--- config.mk ---
export PLATFORM = sky130hd
export DESIGN_NAME = text_console_ctrl
export DESIGN_NICKNAME = d
export VERILOG_FILES = /design/src/rtl/text_console_ctrl.sv
export SDC_FILE = /design/constraint.sdc
export NUM_CORES = 1
export LEC_CHECK = 0
export ABC_CLOCK_PERIOD_IN_PS = 4900
export BUFFER_PORTS_ARGS = -buffer_cell sky130_fd_sc_hd__buf_2
export CAP_MARGIN = 30
export CORE_MARGIN = 2
export CORE_UTILIZATION = 50
export DETAILED_ROUTE_END_ITERATION = 8
export GPL_ROUTABILITY_DRIVEN = 0
export PLACE_DENSITY = 0.82
export SYNTH_ARGS = -nofsm -noshare
export SYNTH_HDL_FRONTEND = slang
export SYNTH_SLANG_ARGS = --single-unit
--- constraint.sdc ---
create_clock -name clk_25mhz -period 4.9 [get_ports clk_25mhz]
set_clock_uncertainty 0.2 [all_clocks]
set_input_delay 0.49 -clock clk_25mhz [delete_from_list [all_inputs] [get_ports clk_25mhz]]
set_output_delay 0.49 -clock clk_25mhz [all_outputs]
set_load 0.03 [all_outputs]
--- src/rtl/text_console_ctrl.sv ---
// Text console controller: turns a byte stream into cursor-tracked writes,
// clears and hardware scrolls on the 80x60 character RAM of the video block.
//
// Ports:
//   clk_25mhz, rst_i (async, active low)
//   ch_valid_i/ch_data_i/ch_ready_o : byte stream in (accepted only in IDLE)
//   cls_i                           : clear-screen request, wins over a byte
//   busy_o, cur_col_o, cur_row_o    : status and cursor
//   m_adr_o/m_dat_o/m_sel_o/m_we_o/m_stb_o/m_ack_i/m_dat_i : bus master
module text_console_ctrl #(
    parameter int unsigned COLS  = 80,
    parameter int unsigned ROWS  = 60,
    parameter logic [7:0]  BLANK = 8'h20
) (
    input  logic        clk_25mhz,
    input  logic        rst_i,
    input  logic        ch_valid_i,
    input  logic [7:0]  ch_data_i,
    output logic        ch_ready_o,
    input  logic        cls_i,
    output logic        busy_o,
    output logic [6:0]  cur_col_o,
    output logic [5:0]  cur_row_o,
    output logic [12:0] m_adr_o,
    output logic [31:0] m_dat_o,
    output logic [3:0]  m_sel_o,
    output logic        m_we_o,
    output logic        m_stb_o,
    input  logic        m_ack_i,
    input  logic [31:0] m_dat_i
);

    localparam logic [12:0] COLS13   = 13'(COLS);
    localparam logic [12:0] LAST_ADR = 13'(COLS * ROWS - 1);
    localparam logic [12:0] LAST_SCR = 13'(COLS * (ROWS - 1) - 1);
    localparam logic [12:0] FILL_ADR = 13'(COLS * (ROWS - 1));
    localparam logic [6:0]  COL_MAX  = 7'(COLS - 1);
    localparam logic [5:0]  ROW_MAX  = 6'(ROWS - 1);

    localparam logic [7:0] CH_BS = 8'h08;
    localparam logic [7:0] CH_LF = 8'h0A;
    localparam logic [7:0] CH_FF = 8'h0C;
    localparam logic [7:0] CH_CR = 8'h0D;

    typedef enum logic [2:0] {
        S_IDLE,
        S_PUT,
        S_SCR_RD,
        S_SCR_WAIT,
        S_SCR_WR,
        S_FILL,
        S_CLR
    } state_e;

    function automatic logic [3:0] lane_sel(input logic [12:0] a);
        lane_sel = 4'b0001 << a[1:0];
    endfunction

    function automatic logic [12:0] cell_adr(input logic [6:0] c,
                                             input logic [5:0] r);
        cell_adr = 13'(r) * COLS13 + 13'(c);
    endfunction

    state_e      state_q, state_d;
    logic [6:0]  col_q, col_d;
    logic [5:0]  row_q, row_d;
    // Cursor to commit when the final write of the current operation acks
    logic [6:0]  ncol_q, ncol_d;
    logic [5:0]  nrow_q, nrow_d;
    // A PUT that wrapped past the last row continues into a scroll
    logic        scr_q, scr_d;
    logic [12:0] cnt_q, cnt_d;
    logic        stb_q, stb_d;
    logic        we_q, we_d;
    logic [12:0] adr_q, adr_d;
    logic [3:0]  sel_q, sel_d;
    logic [31:0] dat_q, dat_d;

    logic [7:0]  rd_byte;
    logic [12:0] put_adr;
    logic [12:0] bs_adr;
    logic [12:0] nxt_adr;
    logic [12:0] cnt_inc;
    logic [12:0] nxt_src;

    always_ff @(posedge clk_25mhz or negedge rst_i) begin
        if (!rst_i) begin
            state_q <= S_IDLE;
            col_q   <= '0;
            row_q   <= '0;
            ncol_q  <= '0;
            nrow_q  <= '0;
            scr_q   <= 1'b0;
            cnt_q   <= '0;
            stb_q   <= 1'b0;
            we_q    <= 1'b0;
            adr_q   <= '0;
            sel_q   <= '0;
            dat_q   <= '0;
        end else begin
            state_q <= state_d;
            col_q   <= col_d;
            row_q   <= row_d;
            ncol_q  <= ncol_d;
            nrow_q  <= nrow_d;
            scr_q   <= scr_d;
            cnt_q   <= cnt_d;
            stb_q   <= stb_d;
            we_q    <= we_d;
            adr_q   <= adr_d;
            sel_q   <= sel_d;
            dat_q   <= dat_d;
        end
    end

    always_comb begin
        state_d = state_q;
        col_d   = col_q;
        row_d   = row_q;
        ncol_d  = ncol_q;
        nrow_d  = nrow_q;
        scr_d   = scr_q;
        cnt_d   = cnt_q;
        stb_d   = stb_q;
        we_d    = we_q;
        adr_d   = adr_q;
        sel_d   = sel_q;
        dat_d   = dat_q;

        // adr_q still holds the read source while waiting for the data
        rd_byte = m_dat_i[{adr_q[1:0], 3'b000} +: 8];
        put_adr = cell_adr(col_q, row_q);
        bs_adr  = cell_adr(col_q - 7'd1, row_q);
        nxt_adr = adr_q + 13'd1;
        cnt_inc = cnt_q + 13'd1;
        nxt_src = cnt_inc + COLS13;

        unique case (state_q)
            S_IDLE: begin
                if (cls_i || (ch_valid_i && ch_data_i == CH_FF)) begin
                    state_d = S_CLR;
                    ncol_d  = '0;
                    nrow_d  = '0;
                    stb_d   = 1'b1;
                    we_d    = 1'b1;
                    adr_d   = '0;
                    sel_d   = 4'b0001;
                    dat_d   = {4{BLANK}};
                end else if (ch_valid_i) begin
                    case (ch_data_i)
                        CH_CR: col_d = '0;
                        CH_LF: begin
                            if (row_q != ROW_MAX) begin
                                col_d = '0;
                                row_d = row_q + 6'd1;
                            end else begin
                                state_d = S_SCR_RD;
                                ncol_d  = '0;
                                nrow_d  = row_q;
                                cnt_d   = '0;
                                stb_d   = 1'b1;
                                we_d    = 1'b0;
                                adr_d   = COLS13;
                                sel_d   = lane_sel(COLS13);
                            end
                        end
                        CH_BS: begin
                            if (col_q != '0) begin
                                state_d = S_PUT;
                                ncol_d  = col_q - 7'd1;
                                nrow_d  = row_q;
                                scr_d   = 1'b0;
                                stb_d   = 1'b1;
                                we_d    = 1'b1;
                                adr_d   = bs_adr;
                                sel_d   = lane_sel(bs_adr);
                                dat_d   = {4{BLANK}};
                            end
                        end
                        default: begin
                            state_d = S_PUT;
                            stb_d   = 1'b1;
                            we_d    = 1'b1;
                            adr_d   = put_adr;
                            sel_d   = lane_sel(put_adr);
                            dat_d   = {4{ch_data_i}};
                            scr_d   = 1'b0;
                            nrow_d  = row_q;
                            if (col_q == COL_MAX) begin
                                ncol_d = '0;
                                if (row_q == ROW_MAX) begin
                                    scr_d = 1'b1;
                                end else begin
                                    nrow_d = row_q + 6'd1;
                                end
                            end else begin
                                ncol_d = col_q + 7'd1;
                            end
                        end
                    endcase
                end
            end
            S_PUT: begin
                if (m_ack_i) begin
                    if (scr_q) begin
                        state_d = S_SCR_RD;
                        cnt_d   = '0;
                        we_d    = 1'b0;
                        adr_d   = COLS13;
                        sel_d   = lane_sel(COLS13);
                    end else begin
                        state_d = S_IDLE;
                        stb_d   = 1'b0;
                        we_d    = 1'b0;
                        col_d   = ncol_q;
                        row_d   = nrow_q;
                    end
                end
            end
            S_SCR_RD: begin
                if (m_ack_i) begin
                    state_d = S_SCR_WAIT;
                    stb_d   = 1'b0;
                end
            end
            S_SCR_WAIT: begin
                state_d = S_SCR_WR;
                stb_d   = 1'b1;
                we_d    = 1'b1;
                adr_d   = cnt_q;
                sel_d   = lane_sel(cnt_q);
                dat_d   = {4{rd_byte}};
            end
            S_SCR_WR: begin
                if (m_ack_i) begin
                    if (cnt_q == LAST_SCR) begin
                        state_d = S_FILL;
                        adr_d   = FILL_ADR;
                        sel_d   = lane_sel(FILL_ADR);
                        dat_d   = {4{BLANK}};
                    end else begin
                        state_d = S_SCR_RD;
                        cnt_d   = cnt_inc;
                        we_d    = 1'b0;
                        adr_d   = nxt_src;
                        sel_d   = lane_sel(nxt_src);
                    end
                end
            end
            S_FILL, S_CLR: begin
                if (m_ack_i) begin
                    if (adr_q == LAST_ADR) begin
                        state_d = S_IDLE;
                        stb_d   = 1'b0;
                        we_d    = 1'b0;
                        col_d   = ncol_q;
                        row_d   = nrow_q;
                    end else begin
                        adr_d = nxt_adr;
                        sel_d = lane_sel(nxt_adr);
                    end
                end
            end
            default: state_d = S_IDLE;
        endcase
    end

    assign ch_ready_o = (state_q == S_IDLE) && !cls_i;
    assign busy_o     = (state_q != S_IDLE);
    assign cur_col_o  = col_q;
    assign cur_row_o  = row_q;
    assign m_adr_o    = adr_q;
    assign m_dat_o    = dat_q;
    assign m_sel_o    = sel_q;
    assign m_we_o     = we_q;
    assign m_stb_o    = stb_q;

endmodule
=== After elaboration in Yosys (flattened, before gate mapping) ===
Cells that the tools add are included.

* Add/sub/neg operators: 8
* Multiply operators: 1
* Equal/unequal tests: 41
* Shift-type cells: 6
* Multiplexer cells: 106
* Bitwise logic cells: 2
* Reductions and logical operators: 25

{| class="wikitable"
|+ Operator list
! operator !! number
|-
| $mux 13 || 18
|-
| $mux 32 || 5
|-
| $pmux 32 s3 || 1
|-
| $mux 6 || 14
|-
| $mux 7 || 12
|-
| $pmux 13 s3 || 2
|-
| $pmux 13 s5 || 1
|-
| $pmux 32 s2 || 1
|-
| $pmux 7 s3 || 2
|-
| $mux 4 || 10
|-
| $pmux 6 s3 || 2
|-
| $reduce_and 9->1 || 4
|-
| $eq 8x4->1 const B || 4
|-
| $ne 2x2->1 const B || 16
|-
| $shiftx 32x6->8 || 1
|-
| $mux 3 || 10
|-
| $reduce_and 10->1 || 3
|-
| $add 13x1->13 const B || 2
|-
| $add 13x7->13 || 2
|-
| $eq 13x13->1 const B || 2
|-
| $pmux 4 s5 || 1
|-
| $shl 1x2->4 const A || 5
|-
| $ne 3x3->1 const B || 6
|-
| $pmux 3 s6 || 1
|-
| 34 further kinds || 64
|}

* Bits in registers: 94
* Output and inout port bits: 66

=== Longest topological paths before layout ===
Gate-level depths: netlist of the first run.

* Depth in word-level cells: 8
* Depth in mapped cells: 15

=== Worst setup path after synthesis of the first run ===
OpenSTA, ideal clock, no wires.

* Path type: input port to flip-flop
* From: input ch_data_i[6]
* To: register adr_q[10], in the netlist m_adr_o[10]
* Arrival time: 3.354 ns
* Required time: 4.567 ns
* Path slack: 1.213 ns
* Stages on the path: 15
* Cells stage by stage: or4b_4 or2_0 buf_2 clkinv_1 nand3_1 xnor2_1 ha_1 inv_1 fa_1 nor2b_1 o2111ai_1 xnor3_1 nor2_1 nor4_1 a31oi_1

* Cells in the longest elaborated chain, start to end: 5
* Elaborated cells between the ends (all ways): 15

{| class="wikitable"
|+ Ends and longest elaborated chain
! item !! line !! source
|-
| from (decl) || 18 || <nowiki>input logic [7:0] ch_data_i,</nowiki>
|-
| $eq 8x4->1, on equally long branches || 150, 140 ||
|-
| $pmux 13 s3 or $logic_and 1x1->1 (tied branches) || 150, 140 ||
|-
| $mux 13 or $logic_or 1x1->1 (tied branches) || 149, 140 ||
|-
| $mux 13, or another cell as far along || 140 || <nowiki>if (cls_i || (ch_valid_i && ch_data_i == CH_FF)) begin</nowiki>
|-
| $pmux 13 s5 or $reduce_and 10->1 (tied branches) || - ||
|-
| to (signal assigned) || 110 || <nowiki>adr_q <= adr_d;</nowiki>
|-
| to (decl) || 75 || <nowiki>logic [12:0] adr_q, adr_d;</nowiki>
|}

Several ways; a longest one is shown, not always the timed one. The select of a mux whose other input is x is not followed.
A chain may end at the register's enable or synchronous reset.

=== Final worst setup path of the first run ===
Same ends and word-level chain as after synthesis.

==> impl_metrics.tcl, run 1 <==
set metrics [dict create \
    hold_violations 0 \
    drt_iter0_drc 848 \
    final_cell_mix "109 x buf_2, 70 x dfrtp_1, 68 x nand2_1" \
    die_y_um 117 \
    synth_nets 828 \
    crit_chain "buf_2 > or4b_4 > or2_0 > buf_4 > clkinv_1 > nand3_1 > xnor2_1 > ha_1 > inv_1 > fa_1 > nor2b_1 > o2111ai_1 > xnor3_1 > nor2_1 > nor4_1 > a31oi_1" \
    grt_max_degree 71 \
    period_share 0.816 \
    critPathRequiredTime_ns 4.87 \
    finalSetupViolCount 0 \
    drtPass1Iterations 8 \
    h-tree-depth 3 \
    grt.total_usage 0.290 \
    insertion_delay_ns 0.34 \
    max_slew_margin 0.333 \
    die_w_um 117 \
    root_buffer "clkbuf_16" \
    crit_family "simple AND/OR/NAND/NOR gates" \
    via_per_inst 6.62 \
    crit_path_max_incr_delay_ns 0.66 \
    path_class "in2reg" \
    pre_cts_ws_ns 0.672 \
    synth_edf_count 0 \
    seqCellArea_mm2 0.00175 \
    io_buffers 110 \
    syn_avg_cell_area_um2 8.48 \
    row_count 41 \
    outcome "completed" \
    layout-drive-gt1-share 0.250 \
    synthDistinctLibCells 83 \
    synth_area_leaders "dfrtp_1 27%, mux2_2 6.3%, ha_1 4.5%" \
    overflow 0 \
    cts_tree "yes" \
    n_fill_cell 1078 \
    dpl.hpwl_um 14200 \
    first_global_vias 6143 \
    cp_slowest_cell "or4b_4" \
    multiInputGateArea_mm2 0.00418 \
    rsz0062_at_grt "false" \
    power_density_mw_per_mm2 603 \
    crit_fanout 14 \
    clk_pin_slew_worst_paths_ns 0.06 \
    ys_seq_elements 70 \
    synth_warnings 0 \
    drtAntennaViolNets 0 \
    synth_cells 758 \
    end_kind "flop" \
    core-area_mm2 0.0126 \
    post_cts_buffers 0 \
    report.final.slew_viol_count 0 \
    syn2layout_area_growth_pct 12.1 \
    initial_core_util 0.511 \
    synth_ff_type "dfrtp_1" \
    startpoint_type "primary input" \
    maxClockFrequency_ghz 0.250 \
    synth_area_leader_cell "dfrtp_1" \
    tns_ns 0 \
    cp.arrival_ns 3.97 \
    ctsResizeCount 0 \
    synth_async_sr_flop_share 1.00 \
    hold_buffers 0 \
    ir_drop_v 0.000206 \
    final_common_cell "buf_2" \
    min_period_ns 4.00 \
    tightest_slew_ns 0.972 \
    clock_sinks 70 \
    setup_slack_ns 0.902 \
    hold_path.class "in2async" \
    dieArea_mm2 0.0138 \
    worst-path-buf-inv 4 \
    leakage_uw 0.00307 \
    io_pins 111 \
    wire_per_inst_um 20.1 \
    nNetsFinal 882 \
    drv_cap 0 \
    cts_buffers 9 \
    antenna_found_initial 1 \
    drt_wl_total_um 19900 \
    grt_first_pass_wirelength_um 32500 \
    power_uw 4350 \
    clockBufferDepth 2 \
    netlist_area_mm2 0.00643 \
    vias 6553 \
    netlist.area_leader.share 0.273 \
    drcViolationCount 0 \
    yosysSeqAreaShare 0.273 \
]
==> cell families after synthesis <==
logic type,share of synthesized area
xor gates and xnor gates,0.0417
adders and majority gates,0.0510
muxes,0.105
DFF,0.273
and+or+nand+nor,0.213
buffers and inverters,0.0773
AOI/OAI and AO/OA,0.239
==> worst reg2reg max path, stage by stage (launching register included) <==
cell and delay (ns):
dfrtp_1 0.70, ha_1 0.49, or4bb_1 0.50, o31ai_2 0.54, o21ai_0 0.27, a31oi_2 0.58, mux2_2 0.42
==> power breakdown <==
part | internal, uW | total, uW | switching [uW]
combinational | 971 | 2510 | 1540
sequential | 736 | 1070 | 338
clock | 497 | 761 | 264
==> path summary, 6_finish.rpt <==
kind                                        startpoint                        to  slack [ns]  depth (start not counted)
worst min register to register  m_sel_o[3]$_DFFE_PN0P_    m_sel_o[3]$_DFFE_PN0P_        0.30                          1
worst max register to register    cnt_q[0]$_DFFE_PN0P_   m_dat_o[30]$_DFFE_PN0P_        1.09                          6
worst min-delay path                             rst_i  cur_col_o[0]$_DFFE_PN0P_        0.08                          1
worst max-delay path                      ch_data_i[6]   m_adr_o[10]$_DFFE_PN0P_        0.90                         16
max in group asynchronous                        rst_i    m_adr_o[9]$_DFFE_PN0P_        3.84                          1
min in group clk_25mhz          m_sel_o[3]$_DFFE_PN0P_    m_sel_o[3]$_DFFE_PN0P_        0.30                          1
==> state kept, by name (all words and copies together), names as in the netlist, 4 cells and up <==
register and flops:
cur_col_o 7, ncol_q 7, cnt_q 13, m_sel_o 4, nrow_q 6, cur_row_o 6
m_dat_o 8, m_adr_o 13
==> synthesized netlist by cell type, types with 5 or more instances <==
master    count
or2_2         7
a21o_1        8
and2_1        9
o21ai_0      52
o211ai_1      6
nand4_1       9
nand3_1      31
xnor2_1      19
mux2_2       36
dfrtp_1      70
a21oi_1      34
nand2_1      68
a211oi_1      9
a31oi_1      12
buf_4        24
o221ai_1      7
xor2_1        9
o22ai_1       6
clkbuf_1     41
mux2i_1       8
nand3b_1      5
o31ai_1      11
nand2b_1     12
a22oi_1       5
mux4_2        8
a22o_1        9
nor3_1       19
nor4_1        8
ha_1         23
or3_1         9
and3_1        5
buf_2         7
nor2b_1      10
inv_1        24
o21a_1        6
nor2_1       48
==> through the flow <==
stage               cell area [um2]  hold slack, ns  instances   util
floorplan                      6430        -0.00559        758      -
detailed placement             6860           0.281        973  0.546
global placement               6850           0.266        971  0.545
finish                         7210          0.0818        990  0.573
CTS                            7200           0.123        989  0.573
global route                   7210           0.163        990  0.573
==> metal layers <==
metal | up-vias | track usage | part of all wire
met1 | 3107 | 0.386 | 0.39
met4 | 0 | 0.135 | 0.046
met5 | - | 0 | 0
met2 | 441 | 0.457 | 0.45
li1 | 2922 | - | -
met3 | 83 | 0.0574 | 0.11
==> area by class of cell <==
| type | count | share of cell area |
|---|---|---|
| clock buffers | 10 | 0.0318 |
| well taps | 172 | 0.0299 |
| repair buffers | 119 | 0.0861 |
| multi-input cells | 586 | 0.580 |
| diodes | 1 | 0.000347 |
| flip-flops and latches | 70 | 0.243 |
| inverters | 26 | 0.0135 |
| clock inverters | 6 | 0.0153 |
No activity file was read; power rests on OpenSTA's default activity.
==> inputs of run 2 (changes only) <==
ABC_CLOCK_PERIOD_IN_PS = 3740   (was 4900)
clock period = 3.74 ns   (was 4.9 ns; I/O delays follow)
==> run 2 against run 1 <==
Against the previous run: hold slack improved by 0.079 ns; via count about the same; first-iteration DRC count decreased by 11%; final area increased by 2.9%; combinational power increased by 41%; critical path depth decreased by 1; wire length decreased by 1.2%; die area unchanged; utilization increased by 1.7 points; register-to-register slack got worse by 0.71 ns; clock power increased by 21%; flip-flop and latch count unchanged; critical path type unchanged; highest routed layer unchanged.
==> impl_metrics.tcl, run 2 (synthesis results as in run 1) <==
set metrics [dict create \
    crit_path_max_incr_delay_ns 0.57 \
    row_count 41 \
    power_uw 5700 \
    clock_sinks 70 \
    tightest_slew_ns 1.06 \
    grt.total_usage 0.285 \
    nNetsFinal 909 \
    final_cell_mix "109 x buf_2, 70 x dfrtp_1, 68 x nand2_1" \
    die_w_um 117 \
    final_common_cell "buf_2" \
    critPathRequiredTime_ns 3.72 \
    grt_first_pass_wirelength_um 31800 \
    root_buffer "clkbuf_16" \
    report.final.slew_viol_count 0 \
    crit_family "simple AND/OR/NAND/NOR gates" \
    leakage_uw 0.00321 \
    dieArea_mm2 0.0138 \
    core-area_mm2 0.0126 \
    drtAntennaViolNets 0 \
    vias 6556 \
    initial_core_util 0.511 \
    outcome "completed" \
    drt_iter0_drc 754 \
    antenna_found_initial 1 \
    cts_buffers 9 \
    startpoint_type "primary input" \
    power_density_mw_per_mm2 769 \
    cp.arrival_ns 3.42 \
    cts_tree "yes" \
    crit_fanout 3 \
    insertion_delay_ns 0.34 \
    first_global_vias 6145 \
    finalSetupViolCount 0 \
    drt_wl_total_um 19600 \
    layout-drive-gt1-share 0.275 \
    wire_per_inst_um 19.3 \
    maxClockFrequency_ghz 0.291 \
    rsz0062_at_grt "false" \
    ir_drop_v 0.000318 \
    cp_slowest_cell "or4b_4" \
    post_cts_buffers 0 \
    place_inst 998 \
    max_slew_margin 0.273 \
    min_period_ns 3.43 \
    die_y_um 117 \
    crit_chain "buf_2 > or4b_4 > or2_0 > clkinv_1 > nand3_1 > xnor2_1 > ha_1 > inv_1 > fa_1 > nor2b_1 > o2111ai_1 > xnor3_1 > nor2_1 > nor4_1 > a31oi_1" \
    clk_pin_slew_worst_paths_ns 0.05 \
    dpl.hpwl_um 14300 \
    hold_violations 0 \
    io_pins 111 \
    end_kind "flop" \
    path_class "in2reg" \
    grt_max_degree 71 \
    clockBufferDepth 2 \
    period_share 0.918 \
    io_buffers 110 \
    fin_cells 1017 \
    drcViolationCount 0 \
    drv_cap 0 \
    overflow 0 \
    worst-path-buf-inv 3 \
    h-tree-depth 3 \
    via_per_inst 6.45 \
    hold_path.class "in2reg" \
    drtPass1Iterations 6 \
    syn2layout_area_growth_pct 15.4 \
]
[run 2: worst reg2reg max path, cell delays in order (launching register included)]
cell and delay (ns):
dfrtp_1 0.44, inv_1 0.21, ha_1 0.33, nand3_1 0.12, xnor2_1 0.16, ha_1 0.18
inv_1 0.06, fa_1 0.38, nor2b_1 0.19, o2111ai_1 0.19, xnor3_1 0.35, nor2_1 0.05
nor4_1 0.24, a31oi_1 0.11
[run 2: worst paths after layout]
kind                                            to                startpoint  cells after the start  slack [ns]
max                        m_adr_o[10]$_DFFE_PN0P_              ch_data_i[6]                     15        0.31
min                        m_dat_o[29]$_DFFE_PN0P_              ch_data_i[5]                      3        0.16
max reg2reg                m_adr_o[10]$_DFFE_PN0P_  cur_col_o[0]$_DFFE_PN0P_                     13        0.38
min reg2reg                 m_sel_o[3]$_DFFE_PN0P_    m_sel_o[3]$_DFFE_PN0P_                      1        0.28
max in group asynchronous  m_adr_o[10]$_DFFE_PN0P_                     rst_i                      3        2.63
min in group asynchronous    ncol_q[3]$_DFFE_PN0P_                     rst_i                      2        0.17
[run 2: final cells by class]
| class | count | area (um2) |
|---|---|---|
| fillers | 1092 | 5150 |
| inverters | 26 | 97.6 |
| flip-flops and latches | 70 | 1750 |
| clock buffers | 13 | 280 |
| diodes | 1 | 2.50 |
| repair buffers | 146 | 846 |
| clock inverters | 3 | 40.0 |
| multi-input cells | 586 | 4180 |
| well taps | 172 | 215 |
[run 2: metrics by stage]
step                hold WS [ns]  area (um2)   util  worst slack [ns]  setup TNS, ns
finish                     0.161        7410  0.590             0.306              0
global route               0.180        7410  0.590            0.0392              0
CTS                       0.0107        7370  0.587             0.326              0
detailed placement         0.275        7050  0.561          -0.00140       -0.00140
global placement           0.265        7050  0.561            0.0392              0
floorplan                 -0.122        6430      -             0.169              0
[run 2: routing by layer]
metal | GRT usage | share of wire
met1 | 0.370 | 0.40
met2 | 0.447 | 0.45
met3 | 0.0569 | 0.10
met4 | 0.151 | 0.046
met5 | 0 | 0
[run 2: where the power goes]
group          total, uW  internal, uW  switching, uW
Sequential          1240           969            272
Clock                922           587            335
Combinational       3540          1350           2190
Total               5700          2900           2800
[run 2: repair_timing]
| item | CTS | global route |
|---|---|---|
| setup endpoints to repair | 0 | 1 |
| hold buffers | 0 | 1 |
| gates resized for setup | 0 | 1 |
| endpoints found under the hold margin | 0 | 70 |
==> inputs of run 3 (changes only) <==
CORE_UTILIZATION = 45   (was 50)
PLACE_DENSITY = 0.76   (was 0.82)
==> run 3 against run 2 <==
Against the previous run: the flow now finishes with violations (negative hold slack); worst setup slack got worse by 0.033 ns; clock power down 14%; combinational power about the same; sequential power hardly changed; first-iteration DRC count down 5.0%; critical endpoint unchanged.
==> impl_metrics.tcl, run 3 (synthesis results as in run 1) <==
set metrics [dict create \
    outcome "complete, but fails checks" \
    violations "negative hold slack" \
    min_period_ns 3.47 \
    io_buffers 110 \
    vias 6429 \
    crit_fanout 4 \
    utilization 0.527 \
    antenna_found_initial 0 \
    fin_cells 1023 \
    cp_slowest_cell "or4b_4" \
    row_count 43 \
    first_global_vias 5831 \
    via_per_inst 6.28 \
    drt_iter0_drc 716 \
    antenna_cells 0 \
    dieArea_mm2 0.0153 \
    path_class "in2reg" \
    r2r-end "m_adr_o[10]$_DFFE_PN0P_" \
    overflow 0 \
    startpoint_type "primary input" \
    dpl.hpwl_um 14300 \
    clockBufferDepth 2 \
    n_fill_cell 1305 \
    hold_path.class "in2async" \
    cts_buffers 9 \
    maxClockFrequency_ghz 0.288 \
    power_uw 5580 \
    wire_per_inst_um 18.9 \
    crit_family "simple AND/OR/NAND/NOR gates" \
    grt.total_usage 0.261 \
    grt_first_pass_wirelength_um 30900 \
    tns_ns 0 \
    die_w_um 124 \
    core-area_mm2 0.0139 \
    grt_max_degree 71 \
    final_cell_mix "109 x buf_2, 70 x dfrtp_1, 68 x nand2_1" \
    final_common_cell "buf_2" \
    drcViolationCount 0 \
    root_buffer "clkbuf_16" \
    drtPass1Iterations 7 \
    die_y_um 124 \
    rsz0062_at_grt "false" \
    end_kind "flop" \
    tightest_slew_ns 0.937 \
    post_cts_buffers 0 \
    ir_drop_v 0.000335 \
    io_pins 111 \
    nNetsFinal 908 \
    ff2ff_setup_slack_ns 0.35 \
    leakage_uw 0.00317 \
    crit_path_max_incr_delay_ns 0.57 \
    max_slew_margin 0.357 \
    insertion_delay_ns 0.34 \
    worst-path-buf-inv 3 \
    cp.arrival_ns 3.44 \
    ff2ff_path_depth 13 \
    syn2layout_area_growth_pct 14.2 \
    crit_chain "buf_2 > or4b_4 > or2_0 > clkinv_1 > nand3_1 > xnor2_1 > ha_1 > inv_1 > fa_1 > nor2b_1 > o2111ai_1 > xnor3_1 > nor2_1 > nor4_1 > a31oi_1" \
    initial_core_util 0.461 \
    setup_slack_ns 0.273 \
    fin_hold_ws_ns -0.0310 \
    rr_startpoint "cur_col_o[0]$_DFFE_PN0P_" \
    place_inst 1007 \
    h-tree-depth 3 \
    finalSetupViolCount 0 \
    drtAntennaViolNets 0 \
    report.final.slew_viol_count 0 \
    cts_tree "yes" \
    ctsResizeCount 0 \
    hold_violations 27 \
    pre_cts_ws_ns -0.0405 \
    hold_buffers 0 \
    clock_sinks 70 \
    critPathRequiredTime_ns 3.72 \
    drv_cap 0 \
    period_share 0.927 \
    power_density_mw_per_mm2 760 \
    layout-drive-gt1-share 0.272 \
    clk_pin_slew_worst_paths_ns 0.06 \
    drt_wl_total_um 19400 \
]
## run 3: changes by cell type in the layout (fill, tap and decap cells not counted)
cell | before | now
diode_2 | 1 | 0
buf_4 | 35 | 36
nor2_1 | 47 | 48
clkbuf_1 | 0 | 2
clkinvlp_4 | 0 | 1
nor2_2 | 2 | 1
clkbuf_8 | 4 | 1
bufinv_16 | 1 | 0
buf_16 | 1 | 0
clkinv_2 | 2 | 3
dlygate4sd3_1 | 1 | 0
## run 3: cell type report
class | count | area [um2] | area share
multi-input cells | 586 | 4180 | 0.569
flip-flops and latches | 70 | 1750 | 0.239
repair buffers | 145 | 816 | 0.111
clock buffers | 12 | 246 | 0.0336
well taps | 180 | 225 | 0.0307
inverters | 26 | 97.6 | 0.0133
clock inverters | 4 | 22.5 | 0.00307
## run 3: how the worst max path moves through the flow
| stage | cells after the start | slack (ns) | from | to |
|---|---|---|---|---|
| 2_1_floorplan | 15 | 0.17 | ch_data_i[6] | m_adr_o[10]$_DFFE_PN0P_ |
| 3_3_place_gp | 15 | 0.07 | ch_data_i[6] | m_adr_o[10]$_DFFE_PN0P_ |
| 3_5_place_dp | 15 | -0.04 | ch_data_i[6] | m_adr_o[10]$_DFFE_PN0P_ |
| 4_1_cts | 15 | 0.29 | ch_data_i[6] | m_adr_o[10]$_DFFE_PN0P_ |
| 5_1_grt | 15 | 0.06 | ch_data_i[6] | m_adr_o[10]$_DFFE_PN0P_ |
| 6_report | 15 | 0.27 | ch_data_i[6] | m_adr_o[10]$_DFFE_PN0P_ |
## run 3: power by group
part / total [uW] / internal, uW / switching [uW]
combinational: 3540 / 1350 / 2190
sequential: 1250 / 969 / 278
clock: 795 / 464 / 331
## run 3: through the flow
| step | hold slack (ns) | cell area, um2 |
|---|---|---|
| after floorplan | -0.122 | 6430 |
| after global placement | 0.267 | 7060 |
| after CTS | 0.0138 | 7340 |
| after global routing | 0.0607 | 7340 |
| after detailed placement | 0.273 | 7070 |
| final | -0.0310 | 7340 |
## run 3: metal layers
layer / GRT usage / up-vias / part of all wire
met5: 0 / - / 0
li1: - / 2968 / -
met3: 0.0521 / 40 / 0.095
met2: 0.421 / 343 / 0.46
met4: 0.0895 / 0 / 0.026
met1: 0.349 / 3078 / 0.42
## run 3: worst reg2reg max path: stages, from the launching register on
cell       delay [ns]
dfrtp_1          0.45
inv_1            0.22
ha_1             0.33
nand3_1          0.13
xnor2_1          0.18
ha_1             0.19
inv_1            0.05
fa_1             0.37
nor2b_1          0.17
o2111ai_1        0.20
xnor3_1          0.33
nor2_1           0.04
nor4_1           0.24
a31oi_1          0.13
